`src/rtl/pipeline_pkg.sv`:
```
// Shared types and constants for the pipeline stage registers.
package pipeline_pkg;

  localparam int unsigned DefaultDataW = 16;
  localparam int unsigned DefaultPcW   = 16;

  // All-zero payload is the NOP encoding used for bubbles.
  localparam logic [DefaultDataW-1:0] BUBBLE_DATA = '0;

  typedef enum logic {
    RUN,
    STALL
  } stageState_t;

endpackage

```
`src/rtl/stall_counter.sv`:
```
// Multi-cycle stall counter: loads a request, counts down, merges overlapping requests by max.
module stall_counter
  import pipeline_pkg::*;
#(
  parameter int unsigned CNT_W = 2
) (
  input  logic             clk,
  input  logic             rst,
  input  logic             req,
  input  logic [CNT_W-1:0] cycles,
  input  logic             clear,
  output logic             active,
  output logic [CNT_W-1:0] remaining
);

  stageState_t      stateQ;
  logic [CNT_W-1:0] cntQ;
  logic [CNT_W-1:0] decCnt;
  logic [CNT_W-1:0] mergedCnt;

  always_comb begin
    decCnt    = (cntQ == '0) ? '0 : cntQ - CNT_W'(1);
    mergedCnt = (req && (cycles > decCnt)) ? cycles : decCnt;
  end

  always_ff @(posedge clk) begin
    if (!rst) begin
      cntQ   <= '0;
      stateQ <= RUN;
    end else if (clear) begin
      cntQ   <= '0;
      stateQ <= RUN;
    end else begin
      unique case (stateQ)
        RUN: begin
          if (req && (cycles != '0)) begin
            cntQ   <= cycles;
            stateQ <= STALL;
          end
        end
        STALL: begin
          cntQ   <= mergedCnt;
          stateQ <= (mergedCnt == '0) ? RUN : STALL;
        end
      endcase
    end
  end

  assign active    = (stateQ == STALL);
  assign remaining = cntQ;

endmodule

```
`src/rtl/pipeline_stage_reg.sv`:
```
// Generic pipeline stage register with multi-cycle stall, flush bubble and optional sticky halt.
module pipeline_stage_reg
  import pipeline_pkg::*;
#(
  parameter int unsigned DATA_W      = DefaultDataW,
  parameter int unsigned PC_W        = DefaultPcW,
  parameter int unsigned CNT_W       = 2,
  parameter bit          STICKY_HALT = 1'b1
) (
  input  logic              clk,
  input  logic              rst,
  input  logic              we,
  input  logic              flush_in,
  input  logic              valid_in,
  input  logic              halt_in,
  input  logic [DATA_W-1:0] data_in,
  input  logic [PC_W-1:0]   pc_in,
  input  logic              stall_req_in,
  input  logic [CNT_W-1:0]  stall_cycles_in,
  output logic              valid_out,
  output logic              halt_out,
  output logic [DATA_W-1:0] data_out,
  output logic [PC_W-1:0]   pc_out,
  output logic              flush_out,
  output logic              stall_out,
  output logic [CNT_W-1:0]  stall_remaining
);

  localparam logic [DATA_W-1:0] BubbleData = DATA_W'(BUBBLE_DATA);

  logic              validQ;
  logic              haltQ;
  logic [DATA_W-1:0] dataQ;
  logic [PC_W-1:0]   pcQ;
  logic              flushQ;
  logic              stallActive;
  logic              load;
  logic              haltNext;

  stall_counter #(
    .CNT_W(CNT_W)
  ) uStallCounter (
    .clk      (clk),
    .rst      (rst),
    .req      (stall_req_in),
    .cycles   (stall_cycles_in),
    .clear    (flush_in),
    .active   (stallActive),
    .remaining(stall_remaining)
  );

  assign load     = we & ~stallActive & ~flush_in;
  assign haltNext = STICKY_HALT ? (haltQ | halt_in) : halt_in;

  always_ff @(posedge clk) begin
    if (!rst) begin
      validQ <= 1'b0;
      haltQ  <= 1'b0;
      dataQ  <= '0;
      pcQ    <= '0;
      flushQ <= 1'b0;
    end else begin
      flushQ <= flush_in;
      if (flush_in) begin
        validQ <= 1'b0;
        haltQ  <= 1'b0;
        dataQ  <= BubbleData;
        pcQ    <= '0;
      end else if (load) begin
        validQ <= valid_in;
        haltQ  <= haltNext;
        dataQ  <= data_in;
        pcQ    <= pc_in;
      end
    end
  end

  assign valid_out = validQ;
  assign halt_out  = haltQ;
  assign data_out  = dataQ;
  assign pc_out    = pcQ;
  assign flush_out = flushQ;
  assign stall_out = stallActive;

endmodule
```
`config.mk`:
```
export PLATFORM = sky130hd
export DESIGN_NAME = pipeline_stage_reg
export DESIGN_NICKNAME = d
export VERILOG_FILES = /design/src/rtl/pipeline_pkg.sv /design/src/rtl/stall_counter.sv /design/src/rtl/pipeline_stage_reg.sv
export SDC_FILE = /design/constraint.sdc
export NUM_CORES = 1
export LEC_CHECK = 0
export ABC_AREA = 0
export CORE_MARGIN = 5
export CORE_UTILIZATION = 25
export CTS_BUF_LIST = sky130_fd_sc_hd__clkbuf_8
export CTS_CLUSTER_DIAMETER = 30
export DETAILED_ROUTE_END_ITERATION = 6
export GPL_TIMING_DRIVEN = 0
export SLEW_MARGIN = 20
export SYNTH_ARGS = -nofsm -noshare
export SYNTH_HDL_FRONTEND = slang
export SYNTH_SLANG_ARGS = --single-unit
```
`constraint.sdc`:
```
create_clock -name clk -period 2.7 [get_ports clk]
set_clock_uncertainty 0.2 [all_clocks]
set_input_delay 0.54 -clock clk [delete_from_list [all_inputs] [get_ports clk]]
set_output_delay 0.54 -clock clk [all_outputs]
set_load 0.01 [all_outputs]
```
==> metrics.md <==
| Metric | Value |
|---|---|
| Status | finished clean |
| Die Y-Extent | 86.5 microns |
| Setup violators final | 0 |
| Post-DP Area | 2330 sq um |
| Syn Std Cell Area | 1460 sq um |
| Compound-Gate Fraction of Synth Area | 16.9% |
| Via count | 1452 |
| Critical Path, Cell by Cell | clkdlybuf4s50_1 > ha_1 > nor2b_4 > or2_2 > a221oi_2 > o22ai_1 |
| CP required | 2660 ps |
| Post-synth top flop | dfxtp_1 |
| Setup slack, reg-to-reg | 740 ps |
| Max frequency | 0.447 GHz |
| Detailed Route WL | 4.04 mm |
| Setup TNS | 0 ps |
| Final core occ | 43.3% |
| Setup Buffers After CTS | 0 |
| Layout cell share with drive strength beyond 1 | 7.89% |
| Hold depth | 2 |
| Slew Viols, Final | 0 |
| Fin. Hold Viols | 0 |
| Final nets | 308 |
| Die Wd | 86.5 microns |
| CP Capture Type | flip-flop |
| Top cells by count, synth | 74 x nand2_1, 38 x dfxtp_1, 35 x a21oi_1, 4 x buf_2, 4 x inv_1 |
| Hold Buf Count CTS | 0 |
| Worst setup margin | 465 ps |
| Routed Antenna Nets | 0 |
| Synth warnings | 0 |
| Clock transition at the registers of the reported paths | 70 ps |
| CTS tree | done |
| Mapped Cells | 180 |
| Clock Tree Buf Depth | 2 |
| Crit start category | input port |
| Top post-synthesis cells by area | dfxtp_1 52%, nand2_1 19%, a21oi_1 12% |
| Largest net degree at the start of global routing | 13 |
| MaxCap Viol Count | 0 |
| Maximum level of the CTS H-tree | 2 |
| Worst path max stage delay | 470 ps |
| First-pass GRT wire length | 6.67 mm |
| Non-Filler Instances | 338 |
| Hold EP | pc_out[12]$_SDFFE_PP0P_ |
| Post-Syn Nets | 223 |
| Post-synth EDFFs | 0 |
| Initial Utilization | 26.1% |
| CTS Sinks | 38 |
| Footprint of the multi-input gates | 634 sq um |
| Reg-to-reg critical path startpoint | uStallCounter.remaining[1]$_SDFFE_PP0P_ |
| Async S/R FF share, synth | 0% |
| Mux share of post-synthesis cell area | 1.71% |
| Core Region | 5610 sq um |
| RSZ-0062 raised after global routing | false |
| GP Congestion | 0.739 |
| Post-synthesis xor/xnor area fraction | 0% |
| Detail Placement HPWL | 3.08 mm |
| DRT Pass-1 Iters | 3 |
| Ports | 79 |
| Measured slew at the worst slew-check pin | 446 ps |
| Final Instance Area | 2430 sq um |
| Post-route DRC | 0 |
| Leakage power | 0.867 nW |
| CP max stage cell | clkdlybuf4s50_1 |
| Register area share after synthesis | 52.0% |
| Mean routed wirelength per cell | 12.0 microns |
| Post-Synth Simple-Gate Area | 23.0% |
| HP Class | reg2reg |
| Crit path DAT | 2200 ps |
| Vias in the first global route | 1466 |
| Post-layout min period | 2240 ps |
| Most common cell in the netlist | nand2_1 |
| Synth unique cells | 23 |
| VDD IR max | 0.253 mV |
| Cts repair resizes | 0 |
| R2R depth | 6 |
| Port bufs | 78 |
| Top cell type's share of synthesized area | 52.0% |
| Syn avg cell area | 8.13 sq um |
| Worst skew pair latency | 280 ps |
| Initial antenna violation count | 0 |
| Main combinational cell family by area after synthesis | simple AND/OR/NAND/NOR gates |
| ANT cells | 0 |
| Total Routing Usage GR | 11.1% |
| Post-placement cell count | 330 |
| Pre-CTS setup slack | 164 ps |
| Die area | 7490 sq um |
| RR Endpoint | uStallCounter.active$_SDFF_PP0_ |
| Cell chosen for the clock root | clkbuf_8 |
| FF+latch area | 761 sq um |
| Num CTS Buffers | 5 |
| Period Utilization, post-route | 82.8% |
| Synthesis-to-finish area growth | 66.0% |
| Fillcell total | 614 |
| Pwr per Cell Area | 476 nW/um^2 |
| Synth area leader | dfxtp_1 |
| Vias per cell | 4.30 |
| Total grt overflow | 0 |
| FP Rows | 27 |
| Critical setup path kind | in2reg |
| Number of synthesized register bits | 38 |
| CP startpoint | stall_cycles_in[1] |
| Hold Path Origin | pc_out[12]$_SDFFE_PP0P_ |
| Post-Synth Adder-Cell Area | 1.71% |
| Worst slew margin | 70.3% |
| Worst-path maximum fanout | 4 |
| Initial DRC count | 20 |
## placed cells by master, fill, tap and decap left out, types with 2 or more instances in the layout
cell              n
inv_1             4
nand3_1           2
ha_1              2
buf_4             3
clkbuf_8          6
dfxtp_1          38
a21oi_1          35
buf_2             4
clkbuf_1          3
nor2b_1           2
nand2_1          74
clkdlybuf4s50_1  78
## cell type report
class                   instances  area share, %
repair buffers                 78           32.1
flip-flops and latches         38           31.3
multi-input cells             128           26.1
well taps                      72           3.71
clock buffers                   6           3.40
plain buffers                  10           2.21
inverters                       4          0.618
clock inverters                 2          0.515
## worst max path at each step
| stage | cells after the start | slack (ps) | to |
|---|---|---|---|
| 2_1_floorplan | 5 | 740 | uStallCounter.remaining[1]$_SDFFE_PP0P_ |
| 3_3_place_gp | 6 | 150 | uStallCounter.active$_SDFF_PP0_ |
| 3_5_place_dp | 6 | 160 | uStallCounter.active$_SDFF_PP0_ |
| 4_1_cts | 6 | 470 | uStallCounter.active$_SDFF_PP0_ |
| 5_1_grt | 6 | 400 | uStallCounter.active$_SDFF_PP0_ |
| 6_report | 6 | 460 | uStallCounter.active$_SDFF_PP0_ |
## flip-flops by register name, summed over array words and instances (netlist names)
signal and flops:
flush_out 1, uStallCounter.remaining 2, pc_out 16, uStallCounter.active 1
halt_out 1, valid_out 1, data_out 16
## routing by layer
layer	global-route usage [%]	vias to the layer above	wire length, microns
met1	13.4	643	1740
met3	4.56	5	420
met2	18.0	49	1850
met5	0	-	0
li1	-	755	-
met4	3.40	0	34
## power breakdown
group	leakage, nW	total (W)	internal, W	switching [W]
Combinational	0.511	0.000174	0.000101	0.0000724
Sequential	0.308	0.000582	0.000574	0.00000774
Clock	0.0472	0.000402	0.000205	0.000197
Total	0.867	0.00116	0.000880	0.000277
## metrics by stage
stage	hold WS, ps	total power, W
finish	253	0.00116
global route	275	0.00122
CTS	257	0.00118
detailed placement	247	0.000772
global placement	241	0.000772
floorplan	281	0.000666
## logic make-up (layout without fill, tap and decap cells)
logic type | Yosys count | after routing
AO/OA/AOI/OAI | 41 | 41
adder cells (fa/ha/maj) | 2 | 2
buffers and inverters | 14 | 100
flip-flops | 38 | 38
multiplexers | 2 | 2
AND/OR/NAND/NOR | 83 | 83
## critical path: cells and delay by family
kind	cells	cell delay [ps]
AO/OA/AOI/OAI	2	410
adder cells (fa/ha/maj)	1	350
buffers and inverters	1	470
AND/OR/NAND/NOR	2	420
Power figures use the tool's default switching activity.
